<file path="config.mk">
export PLATFORM = sky130hd
export DESIGN_NAME = cdb_arbiter
export DESIGN_NICKNAME = d
export VERILOG_FILES = /design/src/rtl/cdb_arbiter_pkg.sv /design/src/rtl/cdb_arbiter_rr_select.sv /design/src/rtl/cdb_arbiter.sv
export SDC_FILE = /design/constraint.sdc
export NUM_CORES = 1
export LEC_CHECK = 0
export BUFFER_PORTS_ARGS = -buffer_cell sky130_fd_sc_hd__buf_4
export CAP_MARGIN = 40
export CORE_ASPECT_RATIO = 1.1
export CORE_UTILIZATION = 48
export DETAILED_ROUTE_END_ITERATION = 12
export PLACE_DENSITY = 0.72
export REMOVE_ABC_BUFFERS = 1
export SLEW_MARGIN = 25
export SYNTH_ARGS = -nofsm -noshare
export SYNTH_HDL_FRONTEND = slang
export SYNTH_SLANG_ARGS = --single-unit
export TNS_END_PERCENT = 1
</file>
<file path="constraint.sdc">
create_clock -name clk_i -period 1.3 [get_ports clk_i]
set_input_delay 0.325 -clock clk_i [delete_from_list [all_inputs] [get_ports clk_i]]
set_output_delay 0.325 -clock clk_i [all_outputs]
set_load 0.01 [all_outputs]
</file>
<file path="src/rtl/cdb_arbiter_pkg.sv">
// Shared CDB payload types for the result-broadcast arbiter and its consumers.
package cdb_arbiter_pkg;

  localparam int ROB_IDX_W = 3;
  localparam int PREG_W    = 6;
  localparam int CDB_N_BUS = 1;

  typedef struct packed {
    logic [ROB_IDX_W-1:0] rob_id;
    logic [PREG_W-1:0]    preg;
    logic [31:0]          value;
    logic                 br_taken;
    logic                 mispredict;
  } cdb_entry_t;

  typedef cdb_entry_t [CDB_N_BUS-1:0] cdb_t;

endpackage

</file>
<file path="src/rtl/cdb_arbiter_rr_select.sv">
// Round-robin selector: scans requesters from ptr_i (wrapping) and grants up to
// N_BUS of them, in scan order, one per output slot.
module cdb_arbiter_rr_select #(
  parameter int N_REQ = 2,
  parameter int N_BUS = 1,
  localparam int IDX_W = (N_REQ > 1) ? $clog2(N_REQ) : 1
) (
  input  logic [N_REQ-1:0]            req_i,
  input  logic [IDX_W-1:0]            ptr_i,
  output logic [N_REQ-1:0]            grant_o,
  output logic [N_BUS-1:0]            slot_vld_o,
  output logic [N_BUS-1:0][IDX_W-1:0] slot_idx_o,
  output logic                        any_o,
  output logic [IDX_W-1:0]            last_o
);

  always_comb begin
    int cnt;
    int idx;
    grant_o    = '0;
    slot_vld_o = '0;
    slot_idx_o = '0;
    last_o     = '0;
    cnt        = 0;
    idx        = 0;
    for (int d = 0; d < N_REQ; d++) begin
      idx = int'(ptr_i) + d;
      if (idx >= N_REQ) idx = idx - N_REQ;
      for (int i = 0; i < N_REQ; i++) begin
        if (i == idx && req_i[i] && cnt < N_BUS) begin
          grant_o[i] = 1'b1;
          // constant slot index keeps the slot write a plain mux
          for (int j = 0; j < N_BUS; j++) begin
            if (j == cnt) begin
              slot_vld_o[j] = 1'b1;
              slot_idx_o[j] = IDX_W'(i);
            end
          end
          last_o = IDX_W'(i);
          cnt    = cnt + 1;
        end
      end
    end
  end

  assign any_o = |grant_o;

endmodule

</file>
<file path="src/rtl/cdb_arbiter.sv">
// CDB arbiter: one holding register per FU, round-robin grant of up to N_BUS
// held results per cycle onto registered broadcast slots.
module cdb_arbiter
  import cdb_arbiter_pkg::*;
#(
  parameter int N_REQ = 2,
  parameter int N_BUS = cdb_arbiter_pkg::CDB_N_BUS,
  localparam int SRC_W = (N_REQ > 1) ? $clog2(N_REQ) : 1
) (
  input  logic                        clk_i,
  input  logic                        rst_i,
  input  logic                        flush_i,
  input  logic [N_REQ-1:0]            req_valid_i,
  output logic [N_REQ-1:0]            req_ready_o,
  input  cdb_entry_t [N_REQ-1:0]      req_data_i,
  output logic [N_BUS-1:0]            cdb_valid_o,
  output cdb_entry_t [N_BUS-1:0]      cdb_data_o,
  output logic [N_BUS-1:0][SRC_W-1:0] cdb_src_o
);

  logic [N_REQ-1:0]            hold_valid_q, hold_valid_d;
  cdb_entry_t [N_REQ-1:0]      hold_data_q, hold_data_d;
  logic [SRC_W-1:0]            rr_ptr_q, rr_ptr_d;
  logic [N_BUS-1:0]            cdb_valid_q, cdb_valid_d;
  cdb_entry_t [N_BUS-1:0]      cdb_data_q, cdb_data_d;
  logic [N_BUS-1:0][SRC_W-1:0] cdb_src_q, cdb_src_d;

  logic [N_REQ-1:0]            grant;
  logic [N_BUS-1:0]            slot_vld;
  logic [N_BUS-1:0][SRC_W-1:0] slot_idx;
  logic                        any_grant;
  logic [SRC_W-1:0]            last_win;
  logic [N_REQ-1:0]            xfer;

  cdb_arbiter_rr_select #(
    .N_REQ (N_REQ),
    .N_BUS (N_BUS)
  ) u_rr_select (
    .req_i      (hold_valid_q),
    .ptr_i      (rr_ptr_q),
    .grant_o    (grant),
    .slot_vld_o (slot_vld),
    .slot_idx_o (slot_idx),
    .any_o      (any_grant),
    .last_o     (last_win)
  );

  // A granted entry frees its slot in the same cycle, so an FU can stream.
  assign req_ready_o = (rst_i || flush_i) ? '0 : (~hold_valid_q | grant);
  assign xfer        = req_valid_i & req_ready_o;

  always_comb begin
    hold_valid_d = hold_valid_q;
    hold_data_d  = hold_data_q;
    for (int i = 0; i < N_REQ; i++) begin
      if (xfer[i]) begin
        hold_valid_d[i] = 1'b1;
        hold_data_d[i]  = req_data_i[i];
      end else if (grant[i]) begin
        hold_valid_d[i] = 1'b0;
      end
    end

    rr_ptr_d = rr_ptr_q;
    if (any_grant) rr_ptr_d = (int'(last_win) == N_REQ - 1) ? '0 : last_win + 1'b1;

    cdb_valid_d = slot_vld;
    cdb_data_d  = cdb_data_q;
    cdb_src_d   = cdb_src_q;
    for (int j = 0; j < N_BUS; j++) begin
      if (slot_vld[j]) begin
        cdb_data_d[j] = hold_data_q[slot_idx[j]];
        cdb_src_d[j]  = slot_idx[j];
      end
    end

    // Squash everything in flight; the pointer keeps its place for fairness.
    if (flush_i) begin
      hold_valid_d = '0;
      cdb_valid_d  = '0;
      rr_ptr_d     = rr_ptr_q;
    end
  end

  always_ff @(posedge clk_i) begin
    if (rst_i) begin
      hold_valid_q <= '0;
      hold_data_q  <= '0;
      rr_ptr_q     <= '0;
      cdb_valid_q  <= '0;
      cdb_data_q   <= '0;
      cdb_src_q    <= '0;
    end else begin
      hold_valid_q <= hold_valid_d;
      hold_data_q  <= hold_data_d;
      rr_ptr_q     <= rr_ptr_d;
      cdb_valid_q  <= cdb_valid_d;
      cdb_data_q   <= cdb_data_d;
      cdb_src_q    <= cdb_src_d;
    end
  end

  assign cdb_valid_o = cdb_valid_q;
  assign cdb_data_o  = cdb_data_q;
  assign cdb_src_o   = cdb_src_q;

endmodule

</file>
# --- Yosys cells after proc, flatten, opt, wreduce, memory -nomap -nowiden ---
# Index checks and enable logic that the tools add are counted.
totals:
  inputBits: 91
  word_cells: 87
  output_inout_bits: 47
  ff_bits: 134
classes:
  reduce_logical: 18
  n_addsub: 6
  bitwise: 4
  eq_ne: 2
  magnitude_cmp: 6
  muxes: 31
ops:
  columns: ["cell", "count"]
  rows:
  - ["zero test 32 bit", 5]
  - ["2-to-1 mux 32 bit", 4]
  - ["2-to-1 mux 43 bit", 2]
  - ["== test 2 x 32 -> 1 bit (first input constant)", 2]
  - ["less-than comparator 32 x 2 -> 1 bit (second input constant)", 2]
  - ["adder 32 x 2 -> 32 bit (second input constant)", 1]
  - ["greater-or-equal comparator 32 x 3 -> 1 bit (second input constant)", 1]
  - ["subtractor 32 x 3 -> 32 bit (second input constant)", 1]
  - ["2-to-1 mux 1 bit", 24]
  - ["logical AND 1 bit", 7]
  - ["adder 1 x 1 -> 2 bit (second input constant)", 2]
  - ["nonzero test 2 bit", 2]
  - ["OR reduction 2 bit", 2]
  - ["subtractor 1 x 2 -> 3 bit (second input constant)", 1]
  - ["bitwise AND 2 bit", 1]
  - ["greater-or-equal comparator 1 x 2 -> 1 bit (second input constant)", 1]
  - ["less-than comparator 1 x 2 -> 1 bit (second input constant)", 1]
  - ["2-to-1 mux 2 bit", 1]
  - ["inverter 2 bit", 1]
  - ["bitwise OR 2 bit", 1]
  - ["AND reduction 2 bit", 1]
  - ["adder 1 bit (second input constant)", 1]
  - ["logical OR 1 bit", 1]
  - ["less-than comparator 1 bit (second input constant)", 1]
  - ["inverter 1 bit", 1]

# --- Depth between registers and ports, before layout ---
# Gate-level depths: netlist (run 1).
logic_depth:
  depth_word: 18
  mapped_depth: 6
  mapped_depth_nobuf: 4

# --- Hierarchy ---
# A second synthesis (run 1) with hierarchy kept.
unflattened:
  cells_unflattened: 630
  hier_area_um2: 5791.8
modules_own_cells:
  columns: ["mod", "n_inst", "area_each_um2", "cells_each", "seq_area_each_um2"]
  rows:
  - ["cdb_arbiter", 1, 5745.5, 623, 2682.6]
  - ["cdb_arbiter_rr_select", 1, 46.3, 7, 0.0]

# --- Least setup slack after synthesis (run 1) ---
# OpenSTA, ideal clock, no wires.
synth_path:
  kind: "register to output"
  startpoint: "register rr_ptr_q"
  endpoint: "output req_ready_o[1]"
  arrival_ns: 1.119
  stages_incl_launch_ff: 5
  path_slack_ns: -0.144
  cell_sequence: "dfxtp_1 and3b_1 buf_2 buf_6 nor3_1"
synth_between:
  elab_chain_len: 16
  elab_cells_between_ends: 30
synth_lines:
  columns: ["element", "line", "source"]
  rows:
  - ["from (decl)", "cdb_arbiter.sv:23", "logic [SRC_W-1:0] rr_ptr_q, rr_ptr_d;"]
  - ["from (signal assigned)", "cdb_arbiter.sv:96", "rr_ptr_q <= rr_ptr_d;"]
  - ["subtractor 1 x 2 -> 3 bit or greater-or-equal comparator 1 x 2 -> 1 bit (tied branches)", "cdb_arbiter_rr_select.sv:28", "if (idx >= N_REQ) idx = idx - N_REQ;"]
  - ["2-to-1 mux 32 bit", "cdb_arbiter_rr_select.sv:28", null]
  - ["zero test 32 bit", "cdb_arbiter_rr_select.sv:30", "if (i == idx && req_i[i] && cnt < N_BUS) begin"]
  - ["logical AND 1 bit", "cdb_arbiter_rr_select.sv:30", null]
  - ["2-to-1 mux 1 bit", "cdb_arbiter_rr_select.sv:30", null]
  - ["less-than comparator 1 bit", "cdb_arbiter_rr_select.sv:30", null]
  - ["logical AND 1 bit", "cdb_arbiter_rr_select.sv:30", null]
  - ["2-to-1 mux 32 bit", "cdb_arbiter_rr_select.sv:30", null]
  - ["less-than comparator 32 x 2 -> 1 bit", "cdb_arbiter_rr_select.sv:30", null]
  - ["logical AND 1 bit", "cdb_arbiter_rr_select.sv:30", null]
  - ["2-to-1 mux 32 bit", "cdb_arbiter_rr_select.sv:30", null]
  - ["less-than comparator 32 x 2 -> 1 bit", "cdb_arbiter_rr_select.sv:30", null]
  - ["logical AND 1 bit", "cdb_arbiter_rr_select.sv:30", null]
  - ["2-to-1 mux 1 bit *", "cdb_arbiter_rr_select.sv:30", null]
  - ["bitwise OR 2 bit *", "cdb_arbiter.sv:49", "assign req_ready_o = (rst_i || flush_i) ? '0 : (~hold_valid_q | grant);"]
  - ["2-to-1 mux 2 bit *", "cdb_arbiter.sv:49", null]
  - ["to (decl)", "cdb_arbiter.sv:14", "output logic [N_REQ-1:0] req_ready_o,"]
# Every way passes the cells marked *; elsewhere a longest branch is shown, timed or not.

# --- Worst setup path after layout (run 1) ---
layout_path:
  startpoint: "register hold_valid_q[0]"
  endpoint: "output req_ready_o[0]"
layout_between:
  elab_chain_len: 10
  elab_cells_between_ends: 14
layout_lines:
  columns: ["element", "line", "source"]
  rows:
  - ["from (decl)", "cdb_arbiter.sv:21", "logic [N_REQ-1:0] hold_valid_q, hold_valid_d;"]
  - ["from (signal assigned)", "cdb_arbiter.sv:94", "hold_valid_q <= hold_valid_d;"]
  - ["logical AND 1 bit", "cdb_arbiter_rr_select.sv:30", null]
  - ["2-to-1 mux 1 bit", "cdb_arbiter_rr_select.sv:30", null]
  - ["less-than comparator 1 bit", "cdb_arbiter_rr_select.sv:30", null]
  - ["logical AND 1 bit", "cdb_arbiter_rr_select.sv:30", null]
  - ["2-to-1 mux 32 bit", "cdb_arbiter_rr_select.sv:30", null]
  - ["less-than comparator 32 x 2 -> 1 bit", "cdb_arbiter_rr_select.sv:30", null]
  - ["logical AND 1 bit", "cdb_arbiter_rr_select.sv:30", null]
  - ["2-to-1 mux 1 bit", "cdb_arbiter_rr_select.sv:30", null]
  - ["bitwise OR 2 bit *", "cdb_arbiter.sv:49", null]
  - ["2-to-1 mux 2 bit *", "cdb_arbiter.sv:49", null]
# Marks and branches as above.

==> results of run 1 <==
==> tightest hold or removal path, delay by kind of cell <==
family	cells	cell delay [ns]
simple gates	2	0.10
buf+inv	1	0.08
==> sequential cells by signal (all words and copies together), names as in the netlist <==
signal,flops
cdb_data_o,43
rr_ptr_q,1
cdb_valid_o,1
hold_valid_q,2
cdb_src_o,1
hold_data_q,86
==> power by group <==
part           leakage (µW)  internal [µW]  switching [µW]
registers           0.00110           4320             141
clock network      0.000272           2830            1880
logic               0.00177            670             666
==> worst paths after layout <==
kind                                 startpoint         endpoint  slack, ns  cells after the start
worst max register to register  hold_valid_q[0]   hold_data_q[5]      -0.28                      6
worst min-delay path             req_data_i[81]  hold_data_q[81]       0.12                      3
worst max-delay path            hold_valid_q[0]   req_ready_o[0]      -0.40                      3
worst min register to register  hold_data_q[53]  hold_data_q[53]       0.46                      2
==> metal layers <==
| metal | up-vias | GRT usage (%) |
|---|---|---|
| met3 | 28 | 6.69 |
| met5 | - | 0 |
| met1 | 2502 | 36.4 |
| met4 | 0 | 13.1 |
| li1 | 2453 | - |
| met2 | 230 | 48.8 |
==> synth_stat cells (all sizes together) <==
cell / instances
and2b: 1
dfxtp: 134
a21oi: 45
and3b: 1
a211oi: 6
a311oi: 1
nor2: 10
o21ai: 48
a21bo: 1
inv: 4
nand3: 86
o311ai: 43
nand2b: 2
nand2: 43
clkinv: 1
o221a: 38
a31oi: 1
o21a: 38
nor3: 2
buf: 35
a311o: 1
clkbuf: 35
nand3b: 1
or2: 1
nor3b: 2
==> layout make-up <==
| cell class | instances | area [µm²] | area share (%) |
|---|---|---|---|
| clock buffers | 17 | 425 | 5.43 |
| inverters | 5 | 31.3 | 0.399 |
| clock inverters | 15 | 156 | 2.00 |
| flip-flops and latches | 134 | 2690 | 34.4 |
| repair buffers | 185 | 1590 | 20.3 |
| multi-input cells | 371 | 2750 | 35.1 |
| well taps | 147 | 184 | 2.35 |
==> metrics by stage <==
step                instances  area [µm²]  hold slack (ns)
global route              874        7830            0.113
global placement          838        6750            0.442
detailed placement        838        6750            0.445
CTS                       873        7580           0.0999
floorplan                 510        5060            0.394
finish                    874        7830            0.117
==> logic make-up after synthesis <==
kind of cell           count (synthesis)
AO/OA/AOI/OAI                        222
AND/OR/NAND/NOR                      149
flip-flops                           134
buffers and inverters                 75
==> what timing repair did <==
action | CTS | global route
gates resized for setup | 55 | 34
cloned | 0 | 0
pin swaps | 3 | 10
endpoints found under the setup margin | 127 | 126
buffers inserted | 3 | 1
hold endpoints to repair | 0 | 0
hold buffers | 0 | 0
==> metrics.cfg, run 1 <==
[finish]
drive_above_1_share_pct=41.5
utilization_pct=71.5
nets=805
layout_common_cells=buf_4, dfxtp_1, nand3_1
syn_to_final_growth_pct=43.9
nFillCells=802
layout_commonest_cell=buf_4
num_antenna_cells=0

[synthesis]
synth_seq_cells=134
syn_area_mm2=0.00544
muxShareOfSynthArea_pct=0
synth-compound-area-share_pct=30.2
yosysWarnings=0
synth.top_cell.area_share_pct=49.3
yosysTopAreaCell=dfxtp_1
synth_fa_ha_area_share_pct=0
ys_seq_area_share_pct=49.3
ys_types=34
syn-instance-count=580
synth_xor_area_share_pct=0
synth_top_family_by_area=compound AO/OA/AOI/OAI gates
yosys.area_share.simple_pct=13.0
syn_avg_cell_area_um2=9.38
synth.area.top_cells=dfxtp_1, nand3_1, o221a_2

[worst_setup_path]
cp_cell_sequence=a311o_4, clkinv_8, buf_6
required_ns=0.98
worstSetupPathType=flip-flop to output port
crit_arrival_ns=1.38
cpPeakStageDelay_ns=0.45
critPathMaxFanout=5
cpLargestDelayFamily=compound AO/OA/AOI/OAI gates
path_buf_inv=2
cp-start-kind=flip-flop
cp_slowest_cell=a311o_4
critical_path.endpoint_type=output port

[timing]
worstMarginPinSlew_ns=0.427
maxSlewViolCount=0
hold_viol=0
relSlewSlack_pct=71.5
fmax_mhz=587
finClkSkew_ns=0.0105
period_minus_slack_ns=1.70
setup_ws_ns=-0.403
fin_crit_sh_pct=131
setup_tns_ns=-14.40
setup_viol=127
rsz0062_at_grt=true

[power_and_ir_drop]
power_uw=10500
leakagePower_uw=0.00314
powerDensity_mw_per_mm2=1340
peakVddDrop_mv=0.783

[routing]
vias=5213
via_per_inst=5.96
drc=0
dr_wl_met2_um=8570
wl_met3_um=1110
routedWlPerCell_um=19.5
ant_nets=0
topRoutingLayerUsed=met4
first_pass_iters=5
wl_met1_um=7050
wl_um=17100
drtIter0Drc=346

[clocking]
clk_latency_ns=0.42
cts_sinks=134
cts-root-buf=clkbuf_16
cts_buffer_depth=2
cts_buffers=17
clk_pin_slew_ns=0.06
htree_num_levels=4
cts_tree=done

[worst_hold_path]
hp-class=input port to flip-flop

[global_routing]
grt_usage_pct=29.3
grt_pass1_vias=5286
grt_max_degree=45
antenna_found_initial=0
grt_pass1_wl_um=27100
grt_overflow=0

[floorplan]
ios=138
die_y_um=114
initial_utilization_pct=49.7
dieWidth_um=104
num_rows=40
core_area_mm2=0.0110
die-area_mm2=0.0118

[place]
routabilityCongestion=0.817
post-place-ws_ns=-0.272
port_buffers=137
dp_hpwl_um=10700

[job]
maxCapViolCount=0

[outcome]
status=finished with violations
violations=negative setup slack

Note: power is estimated with default switching activity, not from simulation.
==> run 2, diff against run 1 <==
- CORE_UTILIZATION: 48 -> 29
- PLACE_DENSITY: 0.72 -> 0.47
- SLEW_MARGIN: 25 -> 5
==> run 2 against run 1 <==
The flow still finishes with violations (negative setup slack); fmax is 2.5% lower; die area grew 64%; clock skew shrank 0.0023 ns; sequential power is essentially flat; critical path depth is 1 higher; count of clock-buffer cells in the layout rose by 7; critical path type unchanged; cell count rose by 12%; routed wire length increased by 12%; total power is 3.0% higher; combinational power up 7%; first-iteration DRC count shrank 17%; sequential share of layout area down 1.5 points; highest routed layer unchanged.
==> metrics.cfg, run 2 (synthesis results as in run 1) <==
[floorplan]
die-area_mm2=0.0193  ; +64%
dieWidth_um=133  ; +28%
ios=138  ; unchanged
num_rows=52  ; +30%
initial_utilization_pct=29.6  ; -20 points
core_area_mm2=0.0184  ; +68%
die_y_um=146  ; +28%

[finish]
utilization_pct=44.4  ; -27 points
layout_common_cells=buf_4, dfxtp_1, nand3_1
num_antenna_cells=0  ; unchanged
nFillCells=1794  ; +120%
nets=810  ; +0.62%
largest_register_ffs=86  ; unchanged
layout_commonest_cell=buf_4
finalInstanceArea_mm2=0.00818  ; +4.4%
final_cells=975  ; +12%
regMostFlops=hold_data_q
syn_to_final_growth_pct=50.3
multiInputGateArea_mm2=0.00279  ; +1.3%
drive_above_1_share_pct=43.9  ; +2.3 points
seq_area_mm2=0.00269  ; -0.19%

[timing]
setup_ws_ns=-0.446  ; -0.0429 ns
rsz0062_at_grt=true
fmax_mhz=573  ; -2.5%
relSlewSlack_pct=63.0  ; -8.6 points
setup_viol=128  ; +0.79%
period_minus_slack_ns=1.75  ; +0.0429 ns
whs_ns=0.116  ; -0.00144 ns
maxSlewViolCount=0  ; unchanged
finClkSkew_ns=0.00827  ; -0.00227 ns
hold_viol=0  ; unchanged
fin_crit_sh_pct=134  ; +3.3 points
worstMarginPinSlew_ns=0.556  ; +0.128 ns

[worst_setup_path]
r2r-end=hold_data_q[31]
r2r_cells=8  ; +2
cp-start-kind=flip-flop
required_ns=0.98  ; about the same
timing.rr.start=hold_valid_q[0]
r2r_setup_slack_ns=-0.31  ; -0.03 ns
crit_arrival_ns=1.42  ; +0.04 ns
critPathMaxFanout=2  ; -3
critical_path.endpoint_type=output port
cp-startpoint=hold_valid_q[0]
worstSetupPathType=flip-flop to output port

[global_routing]
antenna_found_initial=0  ; unchanged
grt_use_met1_pct=24.9  ; -11 points
use_met2_pct=34.3  ; -14 points
gr-usage-met3_pct=4.56  ; -2.1 points
grt_max_degree=39  ; -13%
grt_overflow=0  ; unchanged
grt_pass1_vias=5356  ; +1.3%
grt_pass1_wl_um=30000  ; +11%
grt_usage_pct=20.1  ; -9.2 points
busiest_layer=met2

[job]
maxCapViolCount=0  ; unchanged

[place]
dp_hpwl_um=12700  ; +18%
place_inst=937  ; +12%
port_buffers=137  ; unchanged
place_area_mm2=0.00702  ; +4.0%
routabilityCongestion=0.753  ; -7.8%

[clocking]
cts_sinks=134  ; unchanged
cts-root-buf=clkbuf_16
cts_hold_buf=0  ; unchanged
cts_buffer_depth=2  ; unchanged
htree_num_levels=4  ; unchanged
clk_latency_ns=0.41  ; about the same
cts_tree=done
clk_pin_slew_ns=0.06  ; about the same
cts_buffers=17  ; unchanged

[routing]
drtIter0Drc=286  ; -17%
wl_um=19100  ; +12%
via_per_inst=5.39  ; -9.7%
first_pass_iters=4  ; -1
drc=0  ; unchanged
vias=5252  ; +0.75%
ant_nets=0  ; unchanged
routedWlPerCell_um=19.6  ; +0.65%

[outcome]
violations=negative setup slack
status=finished with violations

[power_and_ir_drop]
powerDensity_mw_per_mm2=1320  ; -1.4%
peakVddDrop_mv=0.948  ; +21%
leakagePower_uw=0.00325  ; +3.3%
power_uw=10800  ; +3.0%

[worst_hold_path]
holdPathEnd=hold_data_q[77]
hold_depth=3  ; unchanged
hp-start=req_data_i[77]
hp-class=input port to flip-flop

[run 2: power breakdown]
part	leakage (µW)	internal (µW)	total, µW	switching [µW]
combinational	0.00186	727	1440	712
sequential	0.00110	4330	4470	139
clock	0.000294	3160	4910	1740
total	0.00325	8220	10800	2600
[run 2: final cells by class]
class / instances / share of cell area [%]
clock buffer: 24 / 5.89
multi-input combinational: 371 / 34.1
timing repair buffer: 190 / 21.6
inverter: 5 / 0.382
tap: 243 / 3.72
sequential: 134 / 32.8
clock inverter: 8 / 1.48
[run 2: per-layer routing]
layer,wire length [µm],up-vias
met3,993,21
met4,314,0
met1,8070,2598
met5,0,-
met2,9770,154
li1,-,2479
[run 2: what timing repair did]
action                                  4_1_cts  5_1_grt
buffers inserted                              6        1
endpoints found under the setup margin      129      131
pin swaps                                    23        7
endpoints found under the hold margin         0        0
gates resized for setup                      95       31
[run 2: worst max-delay path, stage by stage (launching register included)]
cell and delay [ns]:
dfxtp_2 0.33, buf_6 0.11, a311o_4 0.43, clkinv_8 0.06
buf_6 0.09
[run 2: through the flow]
stage | setup TNS [ns] | worst slack, ns
floorplan | -71.20 | -0.682
global placement | -15.03 | -0.273
detailed placement | -16.82 | -0.275
CTS | -18.72 | -0.465
global route | -26.66 | -0.493
finish | -20.77 | -0.446
[run 2: how the worst max path moves through the flow]
| stage | endpoint | cells past startpoint | slack (ns) |
|---|---|---|---|
| after floorplan | cdb_data_o[0] | 3 | -0.68 |
| after CTS | req_ready_o[0] | 4 | -0.46 |
| after global placement | req_ready_o[1] | 5 | -0.27 |
| after detailed placement | req_ready_o[1] | 5 | -0.27 |
| after global routing | req_ready_o[0] | 4 | -0.49 |
| final | req_ready_o[0] | 4 | -0.45 |
==> run 3, diff against run 2 <==
- ABC_AREA: not set -> 1
- PLACE_DENSITY: 0.47 -> 0.45
==> run 3 against run 2 <==
The run still ends with negative setup slack left; highest routed layer unchanged; global-route usage fell by 3.4 points; synthesized cell count rose by 80%; sequential share of layout area is 2.3 points lower; cell count grew 52%; fmax up 19%; synthesized area grew 19%; combinational power is 14% lower; via count up 16%; critical endpoint is now req_ready_o[1]; core utilization down 4.4 points.
==> metrics.cfg, run 3 <==
[routing]
via_per_inst=4.11  ; -24%
wl_um=18400  ; -3.9%
vias=6105  ; +16%
ant_nets=0  ; unchanged
first_pass_iters=6  ; +2
drtIter0Drc=237  ; -17%
drc=0  ; unchanged
routedWlPerCell_um=12.4  ; -37%

[worst_setup_path]
cp-start-kind=flip-flop
cp-startpoint=rr_ptr_q
timing.rr.start=rr_ptr_q
required_ns=0.98  ; about the same
critPathMaxFanout=3  ; +1
critical_path.endpoint_type=output port
crit_arrival_ns=1.14  ; -0.28 ns
worstSetupPathType=flip-flop to output port

[synthesis]
syn_area_mm2=0.00650  ; +19%
ys_seq_area_share_pct=41.3  ; -8.0 points
yosysMostFrequentCell=nand2_1
synth_common_cells=nand2_1, inv_1, nor2_1, dfxtp_1
synth.top_cell.area_share_pct=41.3  ; -8.0 points
syn_avg_cell_area_um2=6.23  ; -34%
ys_async_sr_fraction_pct=0  ; unchanged
synth-edff-count=0  ; unchanged
synth_seq_cells=134  ; unchanged
yosysTopAreaCell=dfxtp_1
synth-main-ff-cell=dfxtp_1
ys_types=19  ; -44%
synth.area.top_cells=dfxtp_1, nand2_1, inv_1
syn-instance-count=1043  ; +80%
yosysWarnings=0  ; unchanged

[timing]
fmax_mhz=681  ; +19%
fin_crit_sh_pct=113  ; -21 points
finClkSkew_ns=0.00664  ; -0.00163 ns
setup_viol=3  ; -98%
maxSlewViolCount=0  ; unchanged
period_minus_slack_ns=1.47  ; -0.278 ns
worstMarginPinSlew_ns=0.295  ; -0.261 ns
setup_ws_ns=-0.168  ; +0.278 ns
rsz0062_at_grt=true
relSlewSlack_pct=80.3  ; +17 points
hold_viol=0  ; unchanged

[finish]
final_cells=1486  ; +52%
drive_above_1_share_pct=19.3  ; -25 points
nets=1270  ; +57%
nFillCells=2403  ; +34%
seq_area_mm2=0.00269  ; +0.28%
layout_commonest_cell=nand2_1
syn_to_final_growth_pct=35.6
regMostFlops=hold_data_q
multiInputGateArea_mm2=0.00278  ; -0.49%
utilization_pct=40.0  ; -4.4 points
layout_common_cells=nand2_1, inv_1, nor2_1
largest_register_ffs=86  ; unchanged
num_antenna_cells=0  ; unchanged

[power_and_ir_drop]
switchingPower_uw=2580  ; -0.68%
p_int_uw=7600  ; -7.5%
powerDensity_mw_per_mm2=1150  ; -13%
pwr-share-clk_pct=44.7  ; -0.7 points
peakVddDrop_mv=0.825  ; -13%
sequentialPowerShare_pct=43.1  ; +1.8 points
switching_share_pct=25.3  ; +1.3 points
leakagePower_uw=0.00498  ; +53%
p_comb_share_pct=12.2  ; -1.1 points

[floorplan]
dieWidth_um=145  ; +9.2%
core_area_mm2=0.0220  ; +20%
die_y_um=159  ; +9.2%
num_rows=57  ; +9.6%
ios=138  ; unchanged
die-area_mm2=0.0230  ; +19%
initial_utilization_pct=29.5  ; -0.053 points

[place]
dp_hpwl_um=11900  ; -6.4%
place_inst=1448  ; +55%
routabilityCongestion=0.726  ; -3.7%
port_buffers=137  ; unchanged
post-place-ws_ns=-0.0509  ; +0.224 ns

[global_routing]
grt_usage_pct=16.6  ; -3.4 points
busiest_layer=met2
grt_max_degree=64  ; +64%
use_met2_pct=27.7  ; -6.7 points
gr-usage-met3_pct=3.82  ; -0.74 points
grt_overflow=0  ; unchanged
grt_use_met1_pct=21.2  ; -3.7 points
grt_pass1_vias=5614  ; +4.8%
antenna_found_initial=0  ; unchanged
grt_pass1_wl_um=29400  ; -2.1%

[worst_hold_path]
hp-class=input port to flip-flop
hp-start=req_data_i[35]

[clocking]
cts-root-buf=clkbuf_16
clk_pin_slew_ns=0.06  ; about the same
htree_num_levels=4  ; unchanged
cts_buffers=17  ; unchanged
cts_buffer_depth=2  ; unchanged
clk_latency_ns=0.42  ; about the same
cts_sinks=134  ; unchanged
cts_tree=done

[outcome]
status=finished with violations
violations=negative setup slack

[job]
maxCapViolCount=0  ; unchanged

## run 3: final timing paths
| path | end | slack [ns] | depth (start not counted) |
|---|---|---|---|
| hold reg to reg | hold_data_q[53] | 0.50 | 4 |
| hold / removal | hold_data_q[35] | 0.12 | 3 |
| setup reg to reg | hold_data_q[69] | 0 | 9 |
| setup / recovery | req_ready_o[1] | -0.17 | 5 |
## run 3: critical path, cell delays in order, from the launching register on
cell and delay, ns:
dfxtp_4 0.37, inv_4 0.06, nand3_4 0.07, nand2_4 0.08
inv_2 0.04, buf_6 0.11
## run 3: final cells by class
class / count / share of cell area, %
clock buffer: 22 / 5.26
clock inverter: 9 / 0.894
inverter: 224 / 9.59
multi-input combinational: 622 / 31.5
sequential: 134 / 30.5
tap: 295 / 4.19
timing repair buffer: 180 / 18.0
## run 3: stage by stage
stage               TNS (ns)  hold slack (ns)  area, µm²  power, µW
floorplan            -196.93            0.441       6210       5100
global placement       -1.08            0.493       8130       5720
detailed placement     -1.10            0.494       8130       5720
CTS                   -0.392            0.103       8760      10300
global route           -5.50            0.108       8820      10700
finish                -0.326            0.123       8820      10200
## run 3: logic make-up (layout without fill, tap and decap cells)
logic type	Yosys count	in the layout	share of synthesized area (%)
compound gates	49	49	3.79
simple gates	573	573	37.6
buf+inv	287	435	17.4
flops	134	134	41.3
## run 3: repair_timing
item,4_1_cts,5_1_grt
pin swaps,1,10
buffers inserted,4,3
gates resized for setup,16,19
hold buffers,0,0
setup endpoints to repair,33,60
## run 3: layer usage
layer	up-vias	share of wire (%)	wire (µm)
met5	-	0	0
li1	3339	-	-
met1	2648	48	8860
met4	0	0.97	179
met3	14	3.7	689
met2	104	47	8670
## run 3: power by group through the flow
stage,combinational [µW],clock (µW),sequential (µW)
2_1_floorplan,606,0,4490
3_3_place_gp,1240,0,4480
3_5_place_dp,1240,0,4480
4_1_cts,1250,4700,4390
5_1_grt,1410,4850,4410
6_report,1240,4550,4390
